### src/rtl/sobel_pkg.sv
// -----------------------------------------------------------------------------
// sobel_pkg
//   Shared widths, types and small arithmetic helpers for the Sobel gradient
//   block (sobel_gradient and sobel_pos_counter).
//
//   LAT    : fixed latency, window in -> pixel out (3 register stages)
//   SUM_W  : width of one weighted 1-2-1 column/row sum (max 4*255 = 1020)
//   MAG_W  : width of |Gx|+|Gy| (max 2040)
//   PIX_W  : pixel width
//   window_t : 3x3 window, row-major, index 1 = top-left, 9 = bottom-right
//   ctl_t    : video controls plus border mask carried alongside the data
// -----------------------------------------------------------------------------
package sobel_pkg;

  localparam int LAT   = 3;
  localparam int SUM_W = 10;
  localparam int MAG_W = 11;
  localparam int PIX_W = 8;

  typedef logic [PIX_W-1:0] window_t [1:9];

  typedef struct packed {
    logic hsync;
    logic vsync;
    logic de;
    logic mask;
  } ctl_t;

  // Counter width for a count range of n values; never narrower than 1 bit.
  function automatic int cnt_w(input int n);
    return (n > 1) ? $clog2(n) : 1;
  endfunction

  // a + 2b + c, widened so the result cannot overflow.
  function automatic logic [SUM_W-1:0] tap121(
    input logic [PIX_W-1:0] a,
    input logic [PIX_W-1:0] b,
    input logic [PIX_W-1:0] c
  );
    return {2'b00, a} + {1'b0, b, 1'b0} + {2'b00, c};
  endfunction

  // |p - n| computed one bit wider as a signed difference.
  function automatic logic [SUM_W-1:0] abs_diff(
    input logic [SUM_W-1:0] p,
    input logic [SUM_W-1:0] n
  );
    logic signed [SUM_W:0] d;
    logic signed [SUM_W:0] neg_d;
    d     = $signed({1'b0, p}) - $signed({1'b0, n});
    neg_d = -d;
    return d[SUM_W] ? neg_d[SUM_W-1:0] : d[SUM_W-1:0];
  endfunction

  // Clamp an 11-bit magnitude into the 8-bit pixel range.
  function automatic logic [PIX_W-1:0] sat_pix(input logic [MAG_W-1:0] m);
    return (m > MAG_W'(255)) ? {PIX_W{1'b1}} : m[PIX_W-1:0];
  endfunction

endpackage

### src/rtl/sobel_pos_counter.sv
// -----------------------------------------------------------------------------
// sobel_pos_counter
//   Tracks the column and row of the window currently presented to the Sobel
//   pipeline and flags windows in the first two columns or first two rows,
//   which contain zero-fill from outside the frame.
//
//   Ports
//     clk       in  1  pixel clock
//     rst_n     in  1  asynchronous active-low reset
//     i_de      in  1  data enable aligned to the window
//     i_vsync   in  1  vsync aligned to the window
//     o_border  out 1  1 while the current window lies in the border band
//
//   col : cleared while de=0, +1 per de=1 cycle, holds at MAX_WIDTH-1
//   row : cleared on a vsync rise, +1 per de fall, holds at MAX_HEIGHT-1;
//         a vsync rise in the same cycle as a de fall clears the row.
// -----------------------------------------------------------------------------
module sobel_pos_counter
  import sobel_pkg::*;
#(
  parameter int MAX_WIDTH  = 2100,
  parameter int MAX_HEIGHT = 2100
) (
  input  logic clk,
  input  logic rst_n,
  input  logic i_de,
  input  logic i_vsync,
  output logic o_border
);

  localparam int COL_W = cnt_w(MAX_WIDTH);
  localparam int ROW_W = cnt_w(MAX_HEIGHT);
  localparam logic [COL_W-1:0] COL_MAX = COL_W'(MAX_WIDTH - 1);
  localparam logic [ROW_W-1:0] ROW_MAX = ROW_W'(MAX_HEIGHT - 1);

  logic [COL_W-1:0] r_col;
  logic [ROW_W-1:0] r_row;
  logic             r_de_d;
  logic             r_vsync_d;
  logic             w_vs_rise;
  logic             w_de_fall;

  assign w_vs_rise = i_vsync & ~r_vsync_d;
  assign w_de_fall = ~i_de & r_de_d;

  always_ff @(posedge clk or negedge rst_n) begin
    if (!rst_n) begin
      r_col     <= '0;
      r_row     <= '0;
      r_de_d    <= 1'b0;
      r_vsync_d <= 1'b0;
    end else begin
      r_de_d    <= i_de;
      r_vsync_d <= i_vsync;

      if (!i_de) begin
        r_col <= '0;
      end else if (r_col != COL_MAX) begin
        r_col <= r_col + COL_W'(1);
      end

      // Frame start takes priority over a line end in the same cycle.
      if (w_vs_rise) begin
        r_row <= '0;
      end else if (w_de_fall && (r_row != ROW_MAX)) begin
        r_row <= r_row + ROW_W'(1);
      end
    end
  end

  // Counts reflect how many pixels/lines precede the current window, so the
  // first two of each are flagged.
  assign o_border = (r_col < COL_W'(2)) || (r_row < ROW_W'(2));

endmodule

### src/rtl/sobel_gradient.sv
// -----------------------------------------------------------------------------
// sobel_gradient
//   Sobel edge magnitude |Gx|+|Gy| over a 3x3 window in a 3-stage pipeline,
//   followed by a right shift, 8-bit saturation and border blanking. Video
//   controls travel with the data so they line up with the result pixel.
//
//   Parameters
//     MAX_WIDTH   max active pixels per line (column counter range)
//     MAX_HEIGHT  max active lines per frame (row counter range)
//     SHIFT       right shift of the 11-bit magnitude before saturation, 0..3
//
//   Ports
//     clk             in  1  pixel clock
//     rst_n           in  1  asynchronous active-low reset
//     win_p1..win_p9  in  8  window, row-major; p1..p3 oldest line, p9 newest
//     hsync_in        in  1  hsync aligned to the window
//     vsync_in        in  1  vsync aligned to the window
//     de_in           in  1  data enable aligned to the window
//     thresh          in  8  binarisation threshold
//     pixel_out       out 8  edge pixel
//     hsync_out       out 1  hsync delayed 3 cycles
//     vsync_out       out 1  vsync delayed 3 cycles
//     de_out          out 1  de delayed 3 cycles
//
//   Build option
//     SOBEL_THRESH_EN  when defined, the saturated magnitude is compared with
//                      thresh and the output becomes 8'hFF / 8'h00. When not
//                      defined, thresh is ignored and the grey level is output.
//
//   Pipeline
//     S1: xp=p3+2p6+p9  xn=p1+2p4+p7  yp=p7+2p8+p9  yn=p1+2p2+p3, border mask
//     S2: ax=|xp-xn|  ay=|yp-yn|
//     S3: m=(ax+ay)>>SHIFT, saturate, blank when de=0 or masked
// -----------------------------------------------------------------------------
module sobel_gradient
  import sobel_pkg::*;
#(
  parameter int MAX_WIDTH  = 2100,
  parameter int MAX_HEIGHT = 2100,
  parameter int SHIFT      = 2
) (
  input  logic             clk,
  input  logic             rst_n,
  input  logic [PIX_W-1:0] win_p1,
  input  logic [PIX_W-1:0] win_p2,
  input  logic [PIX_W-1:0] win_p3,
  input  logic [PIX_W-1:0] win_p4,
  input  logic [PIX_W-1:0] win_p5,
  input  logic [PIX_W-1:0] win_p6,
  input  logic [PIX_W-1:0] win_p7,
  input  logic [PIX_W-1:0] win_p8,
  input  logic [PIX_W-1:0] win_p9,
  input  logic             hsync_in,
  input  logic             vsync_in,
  input  logic             de_in,
  input  logic [PIX_W-1:0] thresh,
  output logic [PIX_W-1:0] pixel_out,
  output logic             hsync_out,
  output logic             vsync_out,
  output logic             de_out
);

  // ---------------------------------------------------------------------------
  // Window gathering
  // ---------------------------------------------------------------------------
  window_t w_win;

  assign w_win[1] = win_p1;
  assign w_win[2] = win_p2;
  assign w_win[3] = win_p3;
  assign w_win[4] = win_p4;
  assign w_win[5] = win_p5;
  assign w_win[6] = win_p6;
  assign w_win[7] = win_p7;
  assign w_win[8] = win_p8;
  assign w_win[9] = win_p9;

  // ---------------------------------------------------------------------------
  // Position tracking / border mask
  // ---------------------------------------------------------------------------
  logic w_border;

  sobel_pos_counter #(
    .MAX_WIDTH  (MAX_WIDTH),
    .MAX_HEIGHT (MAX_HEIGHT)
  ) u_pos (
    .clk      (clk),
    .rst_n    (rst_n),
    .i_de     (de_in),
    .i_vsync  (vsync_in),
    .o_border (w_border)
  );

  // ---------------------------------------------------------------------------
  // S1: weighted sums
  // ---------------------------------------------------------------------------
  logic [SUM_W-1:0] r_xp;
  logic [SUM_W-1:0] r_xn;
  logic [SUM_W-1:0] r_yp;
  logic [SUM_W-1:0] r_yn;
  ctl_t             r_ctl1;
  ctl_t             w_ctl_in;

  assign w_ctl_in = '{hsync: hsync_in, vsync: vsync_in, de: de_in, mask: w_border};

  always_ff @(posedge clk or negedge rst_n) begin
    if (!rst_n) begin
      r_xp   <= '0;
      r_xn   <= '0;
      r_yp   <= '0;
      r_yn   <= '0;
      r_ctl1 <= '0;
    end else begin
      r_xp   <= tap121(w_win[3], w_win[6], w_win[9]);
      r_xn   <= tap121(w_win[1], w_win[4], w_win[7]);
      r_yp   <= tap121(w_win[7], w_win[8], w_win[9]);
      r_yn   <= tap121(w_win[1], w_win[2], w_win[3]);
      r_ctl1 <= w_ctl_in;
    end
  end

  // ---------------------------------------------------------------------------
  // S2: absolute gradients
  // ---------------------------------------------------------------------------
  logic [SUM_W-1:0] r_ax;
  logic [SUM_W-1:0] r_ay;
  ctl_t             r_ctl2;

  always_ff @(posedge clk or negedge rst_n) begin
    if (!rst_n) begin
      r_ax   <= '0;
      r_ay   <= '0;
      r_ctl2 <= '0;
    end else begin
      r_ax   <= abs_diff(r_xp, r_xn);
      r_ay   <= abs_diff(r_yp, r_yn);
      r_ctl2 <= r_ctl1;
    end
  end

  // ---------------------------------------------------------------------------
  // S3: magnitude, scale, saturate, blank
  // ---------------------------------------------------------------------------
  logic [MAG_W-1:0] w_sum;
  logic [MAG_W-1:0] w_mag;
  logic [PIX_W-1:0] w_sat;
  logic [PIX_W-1:0] w_level;
  logic [PIX_W-1:0] w_pix;
  logic             w_unused;

  assign w_sum = MAG_W'(r_ax) + MAG_W'(r_ay);
  assign w_mag = w_sum >> SHIFT;
  assign w_sat = sat_pix(w_mag);

`ifdef SOBEL_THRESH_EN
  // Binarise on the saturated value so the threshold sees the 8-bit level.
  assign w_level  = (w_sat >= thresh) ? {PIX_W{1'b1}} : {PIX_W{1'b0}};
  // The centre tap carries no weight in either Sobel kernel.
  assign w_unused = ^w_win[5];
`else
  assign w_level  = w_sat;
  assign w_unused = ^{w_win[5], thresh};
`endif

  // Windows outside active video or touching the zero-filled border give 0.
  assign w_pix = (r_ctl2.de && !r_ctl2.mask) ? w_level : {PIX_W{1'b0}};

  logic [PIX_W-1:0] r_pix_out;
  logic             r_hsync_out;
  logic             r_vsync_out;
  logic             r_de_out;

  always_ff @(posedge clk or negedge rst_n) begin
    if (!rst_n) begin
      r_pix_out   <= '0;
      r_hsync_out <= 1'b0;
      r_vsync_out <= 1'b0;
      r_de_out    <= 1'b0;
    end else begin
      r_pix_out   <= w_pix;
      r_hsync_out <= r_ctl2.hsync;
      r_vsync_out <= r_ctl2.vsync;
      r_de_out    <= r_ctl2.de;
    end
  end

  assign pixel_out = r_pix_out;
  assign hsync_out = r_hsync_out;
  assign vsync_out = r_vsync_out;
  assign de_out    = r_de_out;

endmodule

### config.mk
export PLATFORM = sky130hd
export DESIGN_NAME = sobel_gradient
export DESIGN_NICKNAME = d
export VERILOG_FILES = /design/src/rtl/sobel_pkg.sv /design/src/rtl/sobel_pos_counter.sv /design/src/rtl/sobel_gradient.sv
export SDC_FILE = /design/constraint.sdc
export NUM_CORES = 1
export LEC_CHECK = 0
export ABC_CLOCK_PERIOD_IN_PS = 2400
export BUFFER_PORTS_ARGS = -buffer_cell sky130_fd_sc_hd__buf_4
export CORE_UTILIZATION = 54
export CTS_BUF_LIST = sky130_fd_sc_hd__clkbuf_4
export DETAILED_ROUTE_END_ITERATION = 7
export GPL_TIMING_DRIVEN = 0
export PLACE_DENSITY = 0.89
export SLEW_MARGIN = 20
export SYNTH_ARGS = -nofsm -noshare
export SYNTH_HDL_FRONTEND = slang
export SYNTH_SLANG_ARGS = --single-unit
### constraint.sdc
create_clock -name clk -period 2.4 [get_ports clk]
set_input_delay 0.12 -clock clk [delete_from_list [all_inputs] [get_ports clk]]
set_output_delay 0.12 -clock clk [all_outputs]
set_load 0.01 [all_outputs]
### Yosys cells after proc, flatten, opt, wreduce, memory -nomap -nowiden

Cells that the tools add are included.

* flip-flop bits (word level): 103
* input bits: 85
* output and inout port bits: 11
* logic and storage cells: 58

* add/sub/neg operators: 15
* magnitude comparators: 3
* equality and inequality tests: 3
* mux-type cells: 8
* bitwise logic cells: 4
* reductions and logical operators: 5

Operators by type and width (number)
* 12-bit two-way mux: 4
* 10-bit by 8-bit adder with 10-bit output: 4
* 8-bit by 9-bit adder with 10-bit output: 4
* 12-bit by 1-bit adder with 12-bit output (second input constant): 2
* 12-bit by 2-bit < comparator with 1-bit output (second input constant): 2
* 12-bit inequality test (second input constant): 2
* 10-bit by 10-bit subtractor with 11-bit output: 2
* 10-bit two-way mux: 2
* 10-bit negator: 2
* 8-bit two-way mux: 2
* 10-bit by 10-bit adder with 11-bit output: 1
* 9-bit by 8-bit greater-than comparator with 1-bit output (second input constant): 1
* 1-bit AND: 2
* 1-bit logical AND: 2
* 2-bit by 1-bit inequality test with 1-bit output (second input constant): 1
* 1-bit inverter: 2
* 2-bit nonzero test: 1
* 1-bit zero test: 1
* 1-bit logical OR: 1

### Logic depth before layout (Yosys ltp)

Gate-level depths: netlist (run 1).

* depth after elaboration: 5
* gate-level depth with buffers: 11
* gate-level depth less buffers: 11

### Hierarchy

A second synthesis (run 1) with hierarchy kept.

* cell total of the unflattened synthesis: 619
* area total of the unflattened synthesis: 6702.7 um2

By module, submodules not included
* sobel_gradient: times used 1, cells each 493, area each 5373.9 um2, sequential area each 1976.9 um2
* sobel_pos_counter: times used 1, cells each 126, area each 1328.8 um2, sequential area each 650.6 um2

### Least setup slack after synthesis (run 1)

No wires, ideal clock.

* path type: register to register
* from: reg r_xp[0]
* to: reg r_ax[9]
* library setup time: 0.125 ns
* arrival: 2.177 ns
* required time: 2.275 ns
* slack: 0.098 ns
* cell stages (with the launch flop): 12
* path buffers: 0
* clock period less this slack: 2.302 ns
* cells stage by stage: dfrtp_1 > inv_1 > ha_1 > inv_1 > fa_1 > a211oi_2 > o21ai_0 > a21oi_1 > xor2_1 > and3_1 > a31oi_1 > xnor2_1

* word-level cells in the longest chain between the ends: 3

Ends and longest elaborated chain
* start: declaration: RTL line sobel_gradient.sv:97 `logic [SUM_W-1:0] r_xp;`
* start signal: assignment: RTL line sobel_gradient.sv:114 `r_xp <= tap121(w_win[3], w_win[6], w_win[9]);`
* 10-bit by 10-bit subtractor with 11-bit output *: RTL line sobel_pkg.sv:50 `d = $signed({1'b0, p}) - $signed({1'b0, n});`
* 10-bit negator: RTL line sobel_pkg.sv:51 `neg_d = -d;`
* 10-bit two-way mux *: RTL line sobel_pkg.sv:52 `return d[SUM_W] ? neg_d[SUM_W-1:0] : d[SUM_W-1:0];`
* end signal: assignment: RTL line sobel_gradient.sv:135 `r_ax <= abs_diff(r_xp, r_xn);`
* end: declaration: RTL line sobel_gradient.sv:125 `logic [SUM_W-1:0] r_ax;`

Every way passes the cells marked *; elsewhere a longest branch is shown, timed or not.
A chain may end at the register's enable or synchronous reset.

### Worst setup path in the final report (run 1)

Ends and elaborated chain as after synthesis.

==> results of run 1 <==
==> worst min-delay path: cells and delay by family <==
kind / cells / cell delay [ps]
adder cells (fa/ha/maj): 2 / 290
buffers and inverters: 1 / 90
==> final cells by class <==
class                           count  area [sq um]
Buffer                              5          27.5
Clock buffer                       10          75.1
Clock inverter                      6          67.6
Fill cell                         791          3820
Inverter                           63           236
Multi-Input combinational cell    450          3910
Sequential cell                   103          2580
Tap cell                          143           179
Timing Repair Buffer               98           774
==> layer usage <==
metal  vias to the layer above  routed length (um)
met5                         -                   0
met4                         0                 814
met3                        59                 876
met2                       239                7620
met1                      2408                5640
li1                       2311                   -
==> sequential cells by signal, summed over array words and instances, names as in the netlist, 10 cells and up <==
signal,cells
r_xp,10
u_pos.r_col,12
r_ay,10
u_pos.r_row,12
r_yp,10
r_xn,10
r_yn,10
r_ax,10
==> logic make-up after synthesis <==
group	count (synthesis)	share of synthesized area, %
AOI/OAI and AO/OA	121	12.1
and+or+nand+nor	149	11.0
xor gates and xnor gates	72	9.57
DFF	103	39.1
adders and majority gates	103	23.4
buffers and inverters	69	4.08
muxes	4	0.646
==> power groups by stage <==
stage / Combinational [mW] / Clock (mW) / Sequential (mW)
finish: 5.73 / 0.929 / 2.38
detailed placement: 4.77 / 0 / 2.42
CTS: 5.07 / 0.938 / 2.38
global placement: 4.50 / 0 / 2.40
global route: 6.22 / 0.993 / 2.42
floorplan: 3.75 / 0 / 2.37
==> synth_stat cells (2+ instances only) <==
master / number
a31o_1: 2
fa_1: 34
nand3_1: 10
o21ai_1: 3
a21oi_2: 5
dfrtp_1: 103
mux2i_1: 2
nor2b_1: 6
nor4_1: 5
o21a_1: 10
a31oi_1: 6
nor2_1: 61
a21o_1: 16
o21ai_0: 33
or3_1: 6
mux2_2: 2
a211oi_2: 2
a21boi_1: 3
inv_1: 63
nand2_1: 27
or4_1: 2
nor4b_2: 2
nor3b_1: 2
buf_2: 2
a311oi_2: 2
o211ai_1: 2
and3_1: 5
nand2b_1: 7
clkbuf_1: 2
xor2_1: 27
o21bai_1: 2
xnor2_1: 45
ha_1: 69
nor3_1: 8
nand4_1: 4
a21oi_1: 28
==> worst max path at each step <==
stage	to	slack, ps	cells after the start
floorplan	r_ax[9]	100	11
global placement	r_ax[3]	-140	11
detailed placement	r_ax[9]	-240	11
CTS	r_ax[9]	2	11
global route	r_ax[9]	-370	11
finish	r_ax[9]	-280	11
==> what timing repair did <==
item | in CTS | in global routing
hold endpoints to repair | 122 | 0
setup endpoints to repair | 17 | 15
pin swaps | 10 | 16
resized for setup | 11 | 23
buffers inserted | 4 | 1
cloned | 0 | 1
hold buffers | 14 | 0
==> metrics by stage <==
step | total power, mW | hold WS [ps] | cells | instance area [sq um]
finish | 9.04 | 62.9 | 878 | 7840
detailed placement | 7.19 | 230 | 843 | 7360
floorplan | 6.12 | -176 | 621 | 6590
global route | 9.63 | 82.4 | 878 | 7840
CTS | 8.39 | 57.8 | 876 | 7720
global placement | 6.90 | 234 | 843 | 7360
==> summary.txt, run 1 <==
Placement
  • Placement Setup Slack: -237 ps
  • Detailed placement HPWL: 10.8 mm
  • GPL Wtd Cong: 0.943
  • Port Buffers: 79

STA
  • Sum Neg Setup Slack: -1590 ps
  • Final setup viols: 16
  • Final Hold Viols: 0
  • Worst Skew: 28.9 ps
  • Max_slew headroom: 40.1%
  • Tmin final: 2680 ps
  • Post-route clock period utilization: 112%
  • Worst slew pin tran: 899 ps
  • Final slew viol count: 0
  • Final worst slack: -277 ps
  • Fmax: 0.374 GHz
  • RSZ-0062 raised after global routing: true

Clock network
  • Clock Tree Root: clkbuf_4
  • Clock Sinks: 103
  • H-tree lvl count: 3
  • Clock Path Buffers: 2
  • TritonCTS clock tree: yes
  • Worst skew pair latency: 490 ps
  • Num CTS Buffers: 9
  • Reg clk slew, reported paths: 170 ps

Power and ir drop
  • Sw Share: 44.2%
  • PD cells: 1150 mW/mm^2
  • Part of the power in registers: 26.4%
  • Maximum vdd ir drop: 0.614 mV
  • P_leak: 3.76 nW
  • Int Power: 5.05 mW
  • Net switching power: 4.00 mW
  • Gate power share: 63.4%
  • Clock Power Share: 10.3%

Global route
  • M1 GR Usage: 26.1%
  • Overall routing resource usage: 23.3%
  • Vias in the first global route: 5,144
  • GRT overflow: 0
  • Global route hottest layer: met2
  • GR Util met2: 41.6%
  • Met3 Resource Use GR: 3.89%
  • Pin count of the biggest net entering global routing: 104
  • Antenna violations before repair: 0
  • First-pass GRT wire length: 23.0 mm

Worst hold path
  • Sink of the worst hold path: r_yn[1]
  • Worst Hold Class: input pin to register
  • Hold Crit Depth: 3
  • HP Start: win_p2[0]

Synth
  • Mapped Avg Cell Area: 10.6 sq um
  • Main flop type after synthesis: dfrtp_1
  • Synthesized cell area: 0.00659 sq mm
  • Synth cell types: 49
  • Largest cells by area after synthesis: dfrtp_1, ha_1, fa_1
  • Top cell type's share of synthesized area: 39.1%
  • Number of synthesized flops with an enable pin: 0
  • Synth warnings: 0
  • #FFs+latches synth: 103
  • Syn_nets: 809
  • FFs w/ async S/R, synth: 100%
  • Cells after Synth: 621
  • Seq/Total Area, Yosys: 39.1%
  • Area leader, netlist: dfrtp_1

Outcome
  • Status: finished with violations
  • Failing checks: setup timing

Setup path
  • Setup CP Type: register to register
  • FF-to-FF End: r_ax[9]
  • CP delay by family, top: simple AND/OR/NAND/NOR gates
  • CP Buf/Inv Count: 3
  • Critical-path top delay cell: dfrtp_1
  • CP peak stage delay: 390 ps
  • Reg2Reg Setup Slack: -280 ps
  • CP Launch Type: register
  • Critical path capture point type: register
  • Worst-path maximum fanout: 3
  • CP required: 2820 ps
  • Worst Reg-to-Reg Cells: 11
  • Critical Path Source: r_xp[0]
  • Crit-path cells: inv_1, ha_2, inv_2, fa_2, buf_4, xnor2_2, nand3_1, nor3_2, and3_4, a31oi_1, xnor2_1
  • Reg2reg start: r_xp[0]
  • Crit path DAT: 3090 ps

Floorplanning
  • Core ar.: 0.0117 sq mm
  • Die span in x: 112 um
  • Die area: 0.0126 sq mm
  • Die H: 112 um
  • # rows: 39
  • Initial Util: 56.5%
  • Ports: 96

Routing
  • WL/cell: 17.0 um
  • Via-per-instance ratio: 5.71
  • Initial drt markers: 294
  • Detailed Routing Iterations Pass 1: 5
  • Final WL: 15.0 mm
  • Drt drc: 0
  • Final ANT Viol Nets: 0
  • Via count: 5,017

Finish
  • Post-layout nets: 918
  • Most frequent cells in the layout: dfrtp_1, buf_4, ha_1
  • Commonest non-fill, non-tap cell in the layout: dfrtp_1
  • Ant diodes: 0
  • Synth-to-Final Area Change: 19.1%
  • Fin util: 67.2%
  • Layout cells sized above 1: 20.3%

Run
  • Max-Cap Viols: 0
No activity file was read; power rests on OpenSTA's default activity.
==> inputs of run 2 (changes only) <==
Settings changed: CORE_ASPECT_RATIO set to 1.5, CTS_BUF_LIST sky130_fd_sc_hd__clkbuf_4 to sky130_fd_sc_hd__clkbuf_8, GPL_TIMING_DRIVEN 0 to unset.
==> run 2 against run 1 <==
Compared with the run above:
- final area up 0.22%
- hold slack worse by 39 ps
- register-to-register slack better by 230 ps
- setup slack better by 230 ps
- sequential power about the same
- highest routed layer unchanged
- the flow still finishes with violations (setup timing)
- flip-flop and latch count unchanged
- core utilization down 1.5 points
- fmax up 9.5%
- combinational power down 4.9%
==> summary.txt, run 2 (same netlist as run 1, synthesis figures left out) <==
Power and ir drop
  • Net switching power: 3.75 mW
  • Int Power: 5.16 mW
  • PD cells: 1130 mW/mm^2
  • Tot Pwr: 8.91 mW
  • P_leak: 3.76 nW
  • Part of the power in registers: 26.9%
  • Maximum vdd ir drop: 0.505 mV
  • Gate power share: 61.1%
  • Sw Share: 42.1%
  • Clock Power Share: 12.0%

Setup path
  • Reg2Reg Setup Slack: -50 ps
  • Setup CP Type: register to register
  • CP Buf/Inv Count: 2
  • Worst Reg-to-Reg Cells: 11
  • FF-to-FF End: r_ax[9]
  • CP peak stage delay: 360 ps
  • CP delay by family, top: simple AND/OR/NAND/NOR gates
  • Critical path's most frequent cell: inv_1
  • Worst Setup EP: r_ax[9]
  • Reg2reg start: r_xp[0]
  • Worst path depth: 11
  • Critical Path Source: r_xp[0]
  • CP Launch Type: register
  • Crit-path cells: inv_1, ha_2, inv_1, fa_2, a211oi_4, nor2_2, xor2_2, nor3_2, and3_1, a31oi_1, xnor2_1
  • Critical path capture point type: register
  • Critical-path top delay cell: dfrtp_1
  • CP required: 2650 ps
  • Worst-path maximum fanout: 3
  • Crit path DAT: 2700 ps

Worst hold path
  • Worst Hold Class: input pin to register

Clock network
  • H-tree lvl count: 3
  • Post-CTS setup buffers: 0
  • Reg clk slew, reported paths: 90 ps
  • Clock Path Buffers: 2
  • Clock Sinks: 103
  • TritonCTS clock tree: yes
  • Worst skew pair latency: 370 ps
  • Clock Tree Root: clkbuf_8
  • Num CTS Buffers: 9

STA
  • Final Hold Viols: 0
  • Final slew viol count: 0
  • Fmax: 0.409 GHz
  • Post-route clock period utilization: 102%
  • RSZ-0062 raised after global routing: true
  • Worst Skew: 11.5 ps
  • Worst slew pin tran: 809 ps
  • Tmin final: 2450 ps
  • Final worst slack: -45.8 ps
  • Max_slew headroom: 45.9%
  • Final setup viols: 1

Outcome
  • Status: finished with violations
  • Failing checks: setup timing

Routing
  • Final WL: 14.3 mm
  • Final ANT Viol Nets: 0
  • WL/cell: 16.3 um
  • Detailed Routing Iterations Pass 1: 7
  • Via count: 4,888
  • Via-per-instance ratio: 5.55
  • Initial drt markers: 218
  • Drt drc: 0

Floorplanning
  • Ports: 96
  • Die H: 137 um
  • Die area: 0.0127 sq mm
  • Initial Util: 55.1%
  • Core ar.: 0.0120 sq mm
  • Die span in x: 92.2 um
  • # rows: 49

Global route
  • First-pass GRT wire length: 23.0 mm
  • Global route hottest layer: met2
  • M1 GR Usage: 22.7%
  • Pin count of the biggest net entering global routing: 54
  • GR Util met2: 47.1%
  • Overall routing resource usage: 23.6%
  • Antenna violations before repair: 0
  • Met3 Resource Use GR: 3.97%
  • Vias in the first global route: 5,195
  • GRT overflow: 0

Finish
  • Most frequent cells in the layout: dfrtp_1, buf_4, ha_1
  • Layout cells sized above 1: 20.6%
  • Ant diodes: 0
  • Largest registers: u_pos.r_col: 12 flops, u_pos.r_row: 12 flops
  • Final Instance Area: 0.00786 sq mm
  • Fill count: 853
  • Synth-to-Final Area Change: 19.3%
  • Post-layout nets: 912
  • Commonest non-fill, non-tap cell in the layout: dfrtp_1

Placement
  • Port Buffers: 79
  • Post-DP Area: 0.00744 sq mm
  • GPL Wtd Cong: 0.982
  • Detailed placement HPWL: 11.5 mm

Run
  • Max-Cap Viols: 0
run 2: cell types whose count changed in the layout (fill, tap and decap cells not counted), moves of 2 or more:
cell and change:
clkbuf_4 -10, clkbuf_8 +9, dlygate4sd3_1 -8, buf_4 +7, buf_6 -2, clkbuf_1 -2
run 2: worst min path at each step:
stage / depth (start not counted) / start / end
floorplan: 0 / rst_n / de_out
global placement: 1 / rst_n / vsync_out
detailed placement: 1 / rst_n / u_pos.r_col[7]
CTS: 2 / win_p1[0] / r_yn[0]
global route: 2 / win_p1[0] / r_yn[0]
finish: 2 / win_p1[0] / r_yn[0]
run 2: power by group through the flow:
stage,clock (mW),combinational [mW],sequential [mW]
global route,1.18,5.98,2.43
detailed placement,0,4.92,2.43
CTS,1.10,5.02,2.40
global placement,0,4.64,2.42
finish,1.07,5.45,2.39
floorplan,0,3.75,2.37
run 2: repair_timing:
item | CTS | global route
pin swaps | 6 | 25
gates resized for setup | 7 | 28
hold buffers | 6 | 0
cloned | 0 | 1
endpoints found under the hold margin | 58 | 0
setup endpoints to repair | 14 | 18
run 2: metal layers:
metal,vias to the layer above,wire length [um]
li1,2293,-
met1,2351,5060
met2,194,7920
met3,50,627
met4,0,714
met5,-,0
run 2: final cells by class:
cell class / instances / area, sq um / share of cell area (%)
inverter: 63 / 236 / 3.01
sequential: 103 / 2580 / 32.8
tap: 153 / 191 / 2.44
timing repair buffer: 97 / 756 / 9.61
clock buffer: 9 / 124 / 1.58
multi-input combinational: 450 / 3910 / 49.7
clock inverter: 6 / 70.1 / 0.891
run 2: per-stage QoR:
step	std cells	setup TNS [ps]	setup slack [ps]	hold slack [ps]	util [%]
finish	881	-45.8	-45.8	24.1	65.7
detailed placement	859	-468	-76.0	202	62.2
global route	881	-594	-135	13.2	65.7
CTS	880	-4.22	-4.22	9.33	64.6
global placement	859	0	14.9	187	62.2
floorplan	621	0	97.7	-176	-
==> inputs of run 3 (changes only) <==
Settings changed: ABC_AREA set to 1, CORE_UTILIZATION 54 to 55, CTS_CLUSTER_SIZE set to 40, PLACE_DENSITY 0.89 to 0.9.
==> run 3 against run 2 <==
Compared with the run above:
- the run now ends clean
- area after synthesis up 8.6%
- combinational power decreased by 3%
- global-route usage up 1.6 points
- sequential power rose by 2%
- register-to-register slack gained 280 ps
- clock skew fell by 1.0 ps
- critical endpoint is now r_ax[7]
==> summary.txt, run 3 <==
Routing
  • Via count: 5,900
  • Via-per-instance ratio: 5.38
  • Drt drc: 0
  • Detailed Routing Iterations Pass 1: 5
  • Initial drt markers: 371
  • Final ANT Viol Nets: 0
  • WL/cell: 14.6 um
  • Final WL: 16.0 mm

Placement
  • Port Buffers: 79
  • GPL Wtd Cong: 0.940
  • Detailed placement HPWL: 12.9 mm
  • Post-DP Area: 0.00796 sq mm

Synth
  • Top post-synthesis cells by count: nand2_1, inv_1, dfrtp_1
  • Cells after Synth: 837
  • Synth warnings: 0
  • Mapped Avg Cell Area: 8.55 sq um
  • Synthesized cell area: 0.00715 sq mm
  • #FFs+latches synth: 103
  • Number of synthesized flops with an enable pin: 0
  • Area leader, netlist: dfrtp_1
  • Syn_nets: 1,025
  • Main flop type after synthesis: dfrtp_1
  • FFs w/ async S/R, synth: 100%
  • Synth cell types: 32
  • Largest cells by area after synthesis: dfrtp_1, ha_1, fa_1
  • Top cell type's share of synthesized area: 36.0%
  • Seq/Total Area, Yosys: 36.0%
  • Most common cell in the synthesized netlist: nand2_1

STA
  • Tmin final: 2170 ps
  • Final Hold Viols: 0
  • Final setup viols: 0
  • Sum Neg Setup Slack: 0 ps
  • Post-route clock period utilization: 90.4%
  • Final slew viol count: 0
  • RSZ-0062 raised after global routing: false
  • Fmax: 0.461 GHz
  • Worst Skew: 10.5 ps
  • Worst slew pin tran: 621 ps
  • Max_slew headroom: 58.6%

Clock network
  • Num CTS Buffers: 9
  • Worst skew pair latency: 370 ps
  • Clock Path Buffers: 2
  • Clock Tree Root: clkbuf_8
  • Reg clk slew, reported paths: 100 ps
  • Clock Sinks: 103
  • H-tree lvl count: 3
  • TritonCTS clock tree: yes

Setup path
  • CP delay by family, top: simple AND/OR/NAND/NOR gates
  • Critical-path top delay cell: fa_1
  • Worst Reg-to-Reg Cells: 13
  • CP Launch Type: register
  • Crit-path cells: inv_1, ha_1, inv_2, fa_1, xor2_1, nor2_1, nand3_2, nor2_2, nand2_1, nand2_1, nand2_1, nand2_1, inv_1
  • Worst-path maximum fanout: 4
  • Worst path depth: 13
  • Critical path's most frequent cell: nand2_1
  • CP required: 2670 ps
  • Setup CP Type: register to register
  • CP Buf/Inv Count: 3
  • CP peak stage delay: 460 ps
  • Critical path capture point type: register
  • Crit path DAT: 2440 ps

Worst hold path
  • Hold Crit Depth: 2
  • Worst Hold Class: input pin to register

Global route
  • Overall routing resource usage: 25.3%
  • Antenna violations before repair: 0
  • Pin count of the biggest net entering global routing: 50
  • Vias in the first global route: 6,066
  • GRT overflow: 0
  • First-pass GRT wire length: 26.1 mm

Floorplanning
  • Die H: 142 um
  • Die span in x: 95.1 um
  • Initial Util: 56.9%
  • # rows: 50
  • Die area: 0.0135 sq mm
  • Core ar.: 0.0126 sq mm
  • Ports: 96

Finish
  • Fill count: 945
  • Ant diodes: 0
  • Fin util: 65.4%
  • Largest registers: u_pos.r_col: 12 flops, u_pos.r_row: 12 flops
  • Most frequent cells in the layout: nand2_1, inv_1, dfrtp_1
  • Layout cells sized above 1: 13.8%
  • Synth-to-Final Area Change: 14.9%
  • Final Instance Area: 0.00822 sq mm
  • Commonest non-fill, non-tap cell in the layout: nand2_1
  • Post-layout nets: 1,124
  • Area of the multi-input gates: 0.00401 sq mm
  • FF/Latch Area: 0.00258 sq mm

Power and ir drop
  • Maximum vdd ir drop: 0.419 mV
  • P_leak: 4.36 nW
  • Tot Pwr: 8.74 mW
  • PD cells: 1060 mW/mm^2

Run
  • Max-Cap Viols: 0

Outcome
  • Status: complete, no violations
-- run 3: cell count changes after synthesis, moves of 16 or more --
cell / previous run / this run
a21oi_1: 28 / 63
nand4_1: 4 / 23
xnor2_1: 45 / 13
nand3_1: 10 / 47
nand2_1: 27 / 172
nor2_1: 61 / 45
inv_1: 63 / 143
-- run 3: layer usage --
layer | up-vias | track usage (%) | wire length, um
met5 | - | 0 | 0
met4 | 0 | 14.1 | 942
met3 | 54 | 3.22 | 555
met2 | 186 | 48.7 | 8780
met1 | 2759 | 25.0 | 5730
li1 | 2901 | - | -
-- run 3: timing repair --
| item | 4_1_cts | 5_1_grt |
|---|---|---|
| buffers inserted | 0 | 0 |
| endpoints found under the hold margin | 50 | 1 |
| hold buffers | 6 | 1 |
| endpoints found under the setup margin | 0 | 2 |
| resized for setup | 0 | 2 |
-- run 3: logic make-up after synthesis --
family	synth area share (%)
XOR/XNOR	5.39
buffers and inverters	7.97
AO/OA/AOI/OAI	7.92
adder cells (fa/ha/maj)	21.6
flip-flops	36.0
AND/OR/NAND/NOR	21.1
-- run 3: final timing paths --
path | startpoint | endpoint | slack, ps
max | r_xp[0] | r_ax[7] | 230
min | win_p3[0] | r_yn[0] | 20
max reg2reg | r_xp[0] | r_ax[7] | 230
min reg2reg | r_ctl2[3] | hsync_out | 360
max in group asynchronous | rst_n | r_xn[8] | 1350
min in group asynchronous | rst_n | r_xn[1] | 310
-- run 3: area by class of cell --
| cell class | instances | share of cell area, % |
|---|---|---|
| flip-flops and latches | 103 | 31.4 |
| clock buffers | 10 | 1.67 |
| multi-input cells | 584 | 48.8 |
| inverters | 148 | 6.76 |
| clock inverters | 6 | 0.609 |
| repair buffers | 90 | 8.43 |
| well taps | 156 | 2.38 |
-- run 3: stage by stage --
stage               setup WS (ps)  instances  hold WS (ps)
floorplan                     439        837          -176
global placement              121       1074           181
detailed placement           27.4       1074           192
CTS                           183       1096          5.77
global route                 24.5       1097          3.81
finish                        231       1097          23.9
-- run 3: power by group --
part           leakage [nW]  switching [mW]  internal (mW)  total [mW]
clock network        0.0952           0.608          0.420        1.03
registers              1.27           0.201           2.23        2.43
logic                  3.00            3.24           2.04        5.28
